--- src/rtl/arb_pkg.sv ---
// Shared types and sizes for the four-port memory arbiter.
package arb_pkg;

  localparam int unsigned ADDR_W = 12;
  localparam int unsigned DATA_W = 8;
  localparam int unsigned N_REQ  = 4;
  localparam int unsigned SEL_W  = 2;

  typedef enum logic [1:0] {
    StIdle = 2'd0,
    StBusy = 2'd1,
    StAck  = 2'd2
  } arb_state_t;

  // Encoded requester index to one-hot grant vector.
  function automatic logic [N_REQ-1:0] idx_to_onehot(input logic [SEL_W-1:0] idx);
    logic [N_REQ-1:0] oh;
    oh = '0;
    oh[idx] = 1'b1;
    return oh;
  endfunction

endpackage

--- src/rtl/mux4x12bit.sv ---
// Four-input 12-bit multiplexer.
module mux4x12bit (
  input  logic [11:0] in0,
  input  logic [11:0] in1,
  input  logic [11:0] in2,
  input  logic [11:0] in3,
  input  logic [1:0]  sel,
  output logic [11:0] out
);

  // Select one of four inputs.
  always_comb begin
    unique case (sel)
      2'd0:    out = in0;
      2'd1:    out = in1;
      2'd2:    out = in2;
      default: out = in3;
    endcase
  end

endmodule

--- src/rtl/mux4x8bit.sv ---
// Four-input 8-bit multiplexer.
module mux4x8bit (
  input  logic [7:0] in0,
  input  logic [7:0] in1,
  input  logic [7:0] in2,
  input  logic [7:0] in3,
  input  logic [1:0] sel,
  output logic [7:0] out
);

  // Select one of four inputs.
  always_comb begin
    unique case (sel)
      2'd0:    out = in0;
      2'd1:    out = in1;
      2'd2:    out = in2;
      default: out = in3;
    endcase
  end

endmodule

--- src/rtl/rr_picker.sv ---
// Combinational round-robin picker: searches upward from last_gnt+1, wrapping mod N_REQ.
module rr_picker
  import arb_pkg::*;
(
  input  logic [N_REQ-1:0] req,
  input  logic [SEL_W-1:0] last_gnt,
  output logic [SEL_W-1:0] winner,
  output logic             valid
);

  // First set request bit after last_gnt; last_gnt itself is the lowest priority.
  always_comb begin
    logic [SEL_W-1:0] idx;
    winner = '0;
    valid  = 1'b0;
    for (int unsigned i = 1; i <= N_REQ; i++) begin
      idx = last_gnt + SEL_W'(i);
      if (!valid && req[idx]) begin
        winner = idx;
        valid  = 1'b1;
      end
    end
  end

endmodule

--- src/rtl/mem_port_arbiter.sv ---
// Round-robin arbiter sharing one memory port between four requesters.
// Optional busy-wait timeout is enabled by defining ARB_TIMEOUT_EN.
module mem_port_arbiter
  import arb_pkg::*;
#(
  parameter int unsigned TIMEOUT_CYCLES = 255
) (
  input  logic                         clk,
  input  logic                         rst,
  input  logic [N_REQ-1:0]             req,
  input  logic [N_REQ-1:0][ADDR_W-1:0] req_addr,
  input  logic [N_REQ-1:0][DATA_W-1:0] req_wdata,
  input  logic [N_REQ-1:0]             req_we,
  input  logic                         mem_ready,
  input  logic [DATA_W-1:0]            mem_rdata,
  output logic                         mem_en,
  output logic                         mem_we,
  output logic [ADDR_W-1:0]            mem_addr,
  output logic [DATA_W-1:0]            mem_wdata,
  output logic [N_REQ-1:0]             gnt,
  output logic [SEL_W-1:0]             sel,
  output logic [N_REQ-1:0]             ack,
  output logic [DATA_W-1:0]            rsp_data,
  output logic                         err,
  output logic                         busy
);

  arb_state_t        state_q, state_d;
  logic [SEL_W-1:0]  sel_q, sel_d, last_gnt_q, last_gnt_d, pick_idx;
  logic              pick_valid;
  logic [N_REQ-1:0]  gnt_q, gnt_d;
  logic [DATA_W-1:0] rsp_q, rsp_d;
  logic [ADDR_W-1:0] mux_addr;
  logic [DATA_W-1:0] mux_wdata;
  logic              timeout;

  rr_picker u_picker (
    .req      (req),
    .last_gnt (last_gnt_q),
    .winner   (pick_idx),
    .valid    (pick_valid)
  );

  mux4x12bit u_addr_mux (
    .in0 (req_addr[0]),
    .in1 (req_addr[1]),
    .in2 (req_addr[2]),
    .in3 (req_addr[3]),
    .sel (sel_q),
    .out (mux_addr)
  );

  mux4x8bit u_wdata_mux (
    .in0 (req_wdata[0]),
    .in1 (req_wdata[1]),
    .in2 (req_wdata[2]),
    .in3 (req_wdata[3]),
    .sel (sel_q),
    .out (mux_wdata)
  );

`ifdef ARB_TIMEOUT_EN
  localparam logic [7:0] CntLast = 8'(TIMEOUT_CYCLES - 1);

  logic [7:0] cnt_q, cnt_d;
  logic       err_q, err_d;

  assign timeout = (cnt_q == CntLast);

  // Counter runs only in BUSY and sits at zero elsewhere, so it is clear on BUSY entry.
  always_comb begin
    cnt_d = '0;
    err_d = err_q;
    if (state_q == StBusy) begin
      cnt_d = cnt_q + 8'd1;
      err_d = !mem_ready && timeout;
    end
  end

  // Timeout counter and error flag registers.
  always_ff @(posedge clk) begin
    if (rst) begin
      cnt_q <= '0;
      err_q <= 1'b0;
    end else begin
      cnt_q <= cnt_d;
      err_q <= err_d;
    end
  end

  assign err = (state_q == StAck) && err_q;
`else
  logic unused_timeout_cycles;
  assign unused_timeout_cycles = ^TIMEOUT_CYCLES;
  assign timeout = 1'b0;
  assign err     = 1'b0;
`endif

  // Next-state and memory strobes; ack is a one-hot copy of the held grant in ACK.
  always_comb begin
    state_d    = state_q;
    sel_d      = sel_q;
    last_gnt_d = last_gnt_q;
    gnt_d      = gnt_q;
    rsp_d      = rsp_q;
    mem_en     = 1'b0;
    mem_we     = 1'b0;
    ack        = '0;
    unique case (state_q)
      StIdle: begin
        if (pick_valid) begin
          sel_d      = pick_idx;
          last_gnt_d = pick_idx;
          gnt_d      = idx_to_onehot(pick_idx);
          state_d    = StBusy;
        end
      end
      StBusy: begin
        mem_en = 1'b1;
        mem_we = req_we[sel_q];
        if (mem_ready) begin
          rsp_d   = mem_rdata;
          state_d = StAck;
        end else if (timeout) begin
          rsp_d   = '0;
          state_d = StAck;
        end
      end
      StAck: begin
        ack     = gnt_q;
        gnt_d   = '0;
        state_d = StIdle;
      end
      default: state_d = StIdle;
    endcase
  end

  // State and grant registers; last_gnt resets to 3 so requester 0 wins first.
  always_ff @(posedge clk) begin
    if (rst) begin
      state_q    <= StIdle;
      sel_q      <= '0;
      last_gnt_q <= SEL_W'(N_REQ - 1);
      gnt_q      <= '0;
      rsp_q      <= '0;
    end else begin
      state_q    <= state_d;
      sel_q      <= sel_d;
      last_gnt_q <= last_gnt_d;
      gnt_q      <= gnt_d;
      rsp_q      <= rsp_d;
    end
  end

  assign mem_addr  = mem_en ? mux_addr : '0;
  assign mem_wdata = mem_en ? mux_wdata : '0;
  assign gnt       = gnt_q;
  assign sel       = sel_q;
  assign rsp_data  = rsp_q;
  assign busy      = (state_q != StIdle);

endmodule

--- config.mk ---
export PLATFORM = sky130hd
export DESIGN_NAME = mem_port_arbiter
export DESIGN_NICKNAME = d
export VERILOG_FILES = /design/src/rtl/arb_pkg.sv /design/src/rtl/mux4x12bit.sv /design/src/rtl/mux4x8bit.sv /design/src/rtl/rr_picker.sv /design/src/rtl/mem_port_arbiter.sv
export SDC_FILE = /design/constraint.sdc
export NUM_CORES = 1
export LEC_CHECK = 0
export BUFFER_PORTS_ARGS = -buffer_cell sky130_fd_sc_hd__buf_4
export CORE_ASPECT_RATIO = 1.5
export CORE_MARGIN = 2
export CORE_UTILIZATION = 41
export CTS_BUF_LIST = sky130_fd_sc_hd__clkbuf_8
export CTS_CLUSTER_DIAMETER = 80
export DETAILED_ROUTE_END_ITERATION = 10
export PLACE_DENSITY = 0.9
export REMOVE_ABC_BUFFERS = 1
export SLEW_MARGIN = 10
export SYNTH_ARGS = -nofsm -noshare
export SYNTH_HDL_FRONTEND = slang
export SYNTH_SLANG_ARGS = --single-unit
--- constraint.sdc ---
create_clock -name clk -period 2.3 [get_ports clk]
set_input_delay 0 -clock clk [delete_from_list [all_inputs] [get_ports clk]]
set_output_delay 0 -clock clk [all_outputs]
set_load 0.01 [all_outputs]
==> results by group, run 1 <==
Yosys
  – Seq/Total Area, Yosys: 0.241
  – Yosys top cell area share: 0.316
  – Synth area leaders: mux4_2 (32%), dfxtp_1 (24%), and2_1 (10%)
  – Post-synth cell types: 34
  – Synthesized flop and latch total: 18
  – Post-synth top flop: dfxtp_1
  – Count of flip-flops with a built-in enable after synthesis: 0
  – Yosys top cell by area: mux4_2
  – Ys Warns: 0
  – Synth Area per Inst: 10.0 µm²
  – Post-synth ARST share: 0
  – Mapped Cells: about 150
  – Synth Cell Area: 1500 µm²

STA
  – Final hold vios: 3
  – Clock Skew: roughly 1.1 ps
  – Hold_ws: -2.85 ps
  – Total negative slack: 0 ps
  – Slew @ Worst Pin: roughly 520 ps
  – # setup viols final: 0
  – Final max-slew violation count: 0
  – Fin crit share: 0.734
  – Final min period: approximately 1700 ps
  – Max-slew headroom: 0.652
  – Setup repair after global routing missed its margin: false
  – Fmax: 592 MHz

Critical path
  – Worst setup SP type: flop
  – Required time worst endpoint: 2300 ps
  – CP Data Arrival Time: 1690 ps
  – Critical Path End Type: output pin
  – Crit Path Max Fanout: 12
  – Setup CP Type: flop to output pin

Global route
  – Total track usage: 0.251
  – Initial antenna violation count: 0
  – GR Util met3: 0.0596
  – Gr busiest metal: met2
  – Met1 usage: 0.265
  – Global-route wire length before repair: approximately 7900 µm
  – GRT overflow: 0
  – Met2 Use GR: 0.452
  – Vias in the first global route: approximately 1800
  – Largest net degree at the start of global routing: 24

Route
  – Drt wl/cell: approximately 16 µm
  – Via count: 1748
  – Final wirelength: between 5000 and 6000 µm
  – Drt initial violations: 43
  – Detailed Routing Iterations Pass 1: 4
  – Routed Antenna Nets: 0
  – Post-route DRC: 0
  – DR vias/cell: 5.31

Place
  – Detailed-placement wirelength estimate: around 4300 µm
  – GP Congestion: about 0.77
  – Port-buffer cells: 139

Clocking
  – TritonCTS Buffers: 3
  – CTS Sinks: 18
  – CTS max path bufs: 2
  – Post-cts sizing count: 0
  – CTS tree: yes
  – Hold-fix buffer count after cts: 1
  – Clock Latency Late Sink: around 260 ps
  – Clock transition at path regs: 70 ps
  – CTS H-tree depth: 1
  – Setup repair bufs after CTS: 0
  – Root buf cell: clkbuf_8

Outcome
  – Violated checks: hold timing
  – Outcome: complete, but fails checks

Die
  – Num rows: 26
  – Die area: 4160 µm²
  – Core Box Area: between 3000 and 4000 µm²
  – Die Wd: approximately 53 µm
  – # IOs: 141
  – Starting density of the core: 0.434
  – Die Height: 78.0 µm

Power and ir drop
  – Leakage power: approximately 1.2 nW
  – Worst IR drop on VDD: 0.000462 V
  – P per Cell Area: 461 nW/µm²

Flow run
  – Maxcap violations: 0

Final layout
  – Layout cell share with drive strength beyond 1: 0.617
  – Diode count: 0
  – Nets@finish: 387
  – Area growth from synthesis to layout: 76.1%
  – Most common cell after layout, fill and taps aside: buf_4
  – Final core utilization: 0.764
  – Most frequent cells in the layout: buf_4 (144), and2_1 (25), mux4_2 (21)

Hold path
  – HP Class: input port to flop
==> state kept, by name, indices dropped and copies added, names as in the netlist <==
signal      flops
gnt             4
rsp_data        8
state_q         2
sel             2
last_gnt_q      2
==> cells in the mapped netlist (2+ instances only) <==
cell type	n
nand3_1	8
inv_1	3
nand2_1	11
clkbuf_1	4
buf_1	2
nand2b_1	4
mux4_2	21
nor2_1	11
and2_1	25
and3b_1	2
buf_2	2
dfxtp_1	18
a22o_1	2
buf_6	2
nor3_1	2
a21oi_1	13
nand4b_1	2
==> worst paths after layout <==
path | from | to | slack (ps) | cells past startpoint
worst min-delay path | mem_rdata[6] | rsp_data[6] | -3 | 3
worst max register to register | last_gnt_q[1] | gnt[2] | 930 | 4
worst min register to register | rsp_data[6] | rsp_data[6] | 460 | 2
worst max-delay path | sel[0] | mem_addr[7] | 610 | 4
==> power breakdown <==
part           total [mW]  leakage (nW)  switching [mW]  internal, mW
sequential          0.361         0.148          0.0220         0.339
combinational       0.591          1.05           0.230         0.361
clock               0.262        0.0288           0.110         0.152
total                1.21          1.23           0.362         0.852
==> metrics by stage <==
step	power, mW	std cells	hold slack [ps]	instance area, µm²	setup slack, ps
after CTS	1.22	329	2.04	2640	591
after floorplan	0.667	138	69.1	1430	319
after global placement	0.945	324	265	2570	911
after global routing	1.28	329	0.203	2640	520
after detailed placement	0.962	324	273	2570	877
final	1.21	329	-2.85	2640	611
==> cells by family (layout without fill, tap and decap cells) <==
group / after synthesis / after routing / synth area share
other: 1 / 1 / 0.00251
muxes: 21 / 21 / 0.316
AOI/OAI and AO/OA: 22 / 22 / 0.0995
buffers and inverters: 14 / 152 / 0.0493
and+or+nand+nor: 73 / 73 / 0.292
DFF: 18 / 18 / 0.241
==> critical path: stages (launching register included) <==
cell,delay (ps)
dfxtp_1,340
buf_4,250
mux4_2,540
and2_1,170
buf_4,140
==> cell type report <==
type                            instances  area (µm²)
Tap cell                               42        52.6
Multi-Input combinational cell        117        1060
Clock buffer                            4        55.1
Timing Repair Buffer                  145        1090
Fill cell                             271         813
Sequential cell                        18         360
Inverter                                3        11.3
==> layer usage <==
metal  wire, µm  part of all wire  vias up
met2       2780              0.54       93
li1           -                 -      833
met3        444             0.087       15
met5          0                 0        -
met4        148             0.029        0
met1       1750              0.34      807
Note: power is estimated with default switching activity, not from simulation.
==> inputs of run 2 (changes only) <==
--- a/config.mk
+++ b/config.mk
@@ -8,11 +8,11 @@
 export BUFFER_PORTS_ARGS = -buffer_cell sky130_fd_sc_hd__buf_4
 export CORE_ASPECT_RATIO = 1.5
 export CORE_MARGIN = 2
-export CORE_UTILIZATION = 41
+export CORE_UTILIZATION = 38
 export CTS_BUF_LIST = sky130_fd_sc_hd__clkbuf_8
 export CTS_CLUSTER_DIAMETER = 80
 export DETAILED_ROUTE_END_ITERATION = 10
-export PLACE_DENSITY = 0.9
+export PLACE_DENSITY = 0.85
 export REMOVE_ABC_BUFFERS = 1
 export SLEW_MARGIN = 10
 export SYNTH_ARGS = -nofsm -noshare
==> constraint.sdc (replaced) <==
create_clock -name clk -period 1.7 [get_ports clk]
set_input_delay 0 -clock clk [delete_from_list [all_inputs] [get_ports clk]]
set_output_delay 0 -clock clk [all_outputs]
set_load 0.01 [all_outputs]
==> results by group, run 2 (synthesized netlist as in run 1, its figures left out) <==
Critical path
  – Setup CP Type: flop to output pin (unchanged)
  – R2R cell count: 4 (unchanged)
  – CP Data Arrival Time: 1670 ps (was 1690 ps)
  – Worst setup SP type: flop (unchanged)
  – Crit Path Max Fanout: 12 (unchanged)
  – Max incr delay on CP: 540 ps (about the same)
  – Crit-path slowest cell: mux4_2 (unchanged)
  – Most Frequent Cell on Critical Path: buf_4 (unchanged)
  – Critical-path cell list: buf_4, mux4_2, and2_1, buf_4 (unchanged)
  – Required time worst endpoint: 1700 ps (was 2300 ps)
  – Critical Path End Type: output pin (unchanged)

Global route
  – Total track usage: 0.220 (was 0.251)
  – Initial antenna violation count: 0 (unchanged)
  – Vias in the first global route: 1635 (was 1758)
  – Global-route wire length before repair: 7860 µm (was 7870 µm)
  – Largest net degree at the start of global routing: 22 (was 24)
  – GRT overflow: 0 (unchanged)

Clocking
  – Clock Latency Late Sink: 250 ps (was 260 ps)
  – CTS Sinks: 18 (unchanged)
  – TritonCTS Buffers: 3 (unchanged)
  – Root buf cell: clkbuf_8 (unchanged)
  – CTS max path bufs: 2 (unchanged)
  – CTS H-tree depth: 1 (unchanged)
  – Setup repair bufs after CTS: 0 (unchanged)
  – Hold-fix buffer count after cts: 0 (was 1)
  – CTS tree: yes (unchanged)
  – Clock transition at path regs: 70 ps (about the same)

Power and ir drop
  – Leakage power: 1.23 nW (about the same)
  – Sw frac: 0.293 (was 0.298)
  – Reg power frac: 0.300 (was 0.297)
  – Worst IR drop on VDD: 0.000576 V (was 0.000462 V)
  – Psw: 0.477 mW (was 0.362 mW)
  – P per Cell Area: 620 nW/µm² (was 461 nW/µm²)
  – Total Power: 1.63 mW (was 1.21 mW)
  – Clock share of power: 0.212 (was 0.216)
  – Int Pwr: 1.15 mW (was 0.852 mW)
  – Logic gate share of total power: 0.489 (was 0.487)

Route
  – Detailed Routing Iterations Pass 1: 4 (unchanged)
  – DR vias/cell: 5.22 (was 5.31)
  – Post-route DRC: 0 (unchanged)
  – Drt initial violations: 35 (was 43)
  – Drt wl/cell: 15.5 µm (was 15.6 µm)
  – Routed Antenna Nets: 0 (unchanged)
  – Via count: 1719 (was 1748)
  – Final wirelength: 5110 µm (was 5130 µm)

Final layout
  – Layout cell share with drive strength beyond 1: 0.619 (was 0.617)
  – Diode count: 0 (unchanged)
  – Nets@finish: 386 (was 387)
  – Max FFs per register: 8 (unchanged)
  – # fillers: 314 (was 271)
  – Area growth from synthesis to layout: 75.5% (was 76.1%)
  – Fin cells: 329 (unchanged)
  – Most common cell after layout, fill and taps aside: buf_4 (unchanged)
  – Fin area: 2630 µm² (was 2640 µm²)
  – Most frequent cells in the layout: buf_4 (144), and2_1 (25), mux4_2 (21) (unchanged)

Die
  – Num rows: 27 (was 26)
  – Die area: 4470 µm² (was 4160 µm²)
  – Die Height: 80.9 µm (was 78.0 µm)
  – # IOs: 141 (unchanged)
  – Starting density of the core: 0.403 (was 0.434)
  – Die Wd: 55.2 µm (was 53.3 µm)
  – Core Box Area: 3720 µm² (was 3450 µm²)

STA
  – Slew @ Worst Pin: 546 ps (was 518 ps)
  – Fin crit share: 0.984
  – Hold_ws: 2.71 ps (was -2.85 ps)
  – Clock Skew: 2.96 ps (was 1.11 ps)
  – Setup repair after global routing missed its margin: true (was false)
  – Final max-slew violation count: 0 (unchanged)
  – Max-slew headroom: 0.633 (was 0.652)
  – # setup viols final: 0 (unchanged)
  – Final hold vios: 0 (was 3)
  – Final WS setup: 26.6 ps (was 611 ps)
  – Fmax: 598 MHz
  – Final min period: 1670 ps

Flow run
  – Maxcap violations: 0 (unchanged)

Hold path
  – WHS Path Cells: 3 (unchanged)
  – HP Class: input port to flop (unchanged)

Place
  – Inst Count DP: 325 (was 324)
  – Port-buffer cells: 139 (unchanged)
  – Placed cell area: 2570 µm² (about the same)
  – Detailed-placement wirelength estimate: 4260 µm (about the same)
  – GP Congestion: 0.797 (was 0.766)
  – Post-Place Setup Slack: 284 ps (was 877 ps)

Outcome
  – Outcome: finished, final reports clean (was complete, but fails checks)
==> run 2: changes by cell type in the layout (fill, tap and decap cells not counted), sizes merged <==
cell and delta:
dlygate4sd3 -1
==> run 2: timing repair <==
| action | CTS | global route |
|---|---|---|
| hold endpoints to repair | 0 | 0 |
| setup endpoints to repair | 0 | 21 |
| gates resized for setup | 0 | 0 |
==> run 2: worst paths after layout <==
check | from | end | slack, ps
setup / recovery | sel[0] | mem_addr[2] | 30
hold / removal | mem_rdata[2] | rsp_data[2] | 3
setup reg to reg | last_gnt_q[1] | gnt[2] | 310
hold reg to reg | rsp_data[4] | rsp_data[4] | 460
==> run 2: power by group through the flow <==
stage | Clock (mW) | Combinational (mW) | Sequential [mW]
global placement | 0 | 0.785 | 0.495
finish | 0.344 | 0.795 | 0.488
detailed placement | 0 | 0.802 | 0.497
CTS | 0.349 | 0.804 | 0.488
global route | 0.372 | 0.856 | 0.493
floorplan | 0 | 0.354 | 0.547
==> run 2: final cells by class <==
class,count,area [µm²],area share
sequential,18,360,0.137
timing repair buffer,144,1080,0.412
tap,43,53.8,0.0205
multi-input combinational,117,1060,0.405
inverter,3,11.3,0.00429
clock buffer,4,55.1,0.0210
==> run 2: per-layer routing <==
layer | vias up | wire [µm] | GRT usage
met5 | - | 0 | 0
met4 | 0 | 69 | 0.0610
met3 | 8 | 377 | 0.0446
met2 | 93 | 2780 | 0.415
met1 | 790 | 1880 | 0.250
li1 | 828 | - | -
==> run 2: critical path, delay by kind of cell (launching register included) <==
family	cells	cell delay (ps)
muxes	1	540
and+or+nand+nor	1	170
DFF	1	330
buffers and inverters	2	390
==> run 2: through the flow <==
| stage | util | setup TNS (ps) |
|---|---|---|
| after global placement | 0.692 | 0 |
| after global routing | 0.707 | -802 |
| after detailed placement | 0.692 | 0 |
| final | 0.707 | 0 |
| after CTS | 0.707 | 0 |
| after floorplan | - | -7030 |
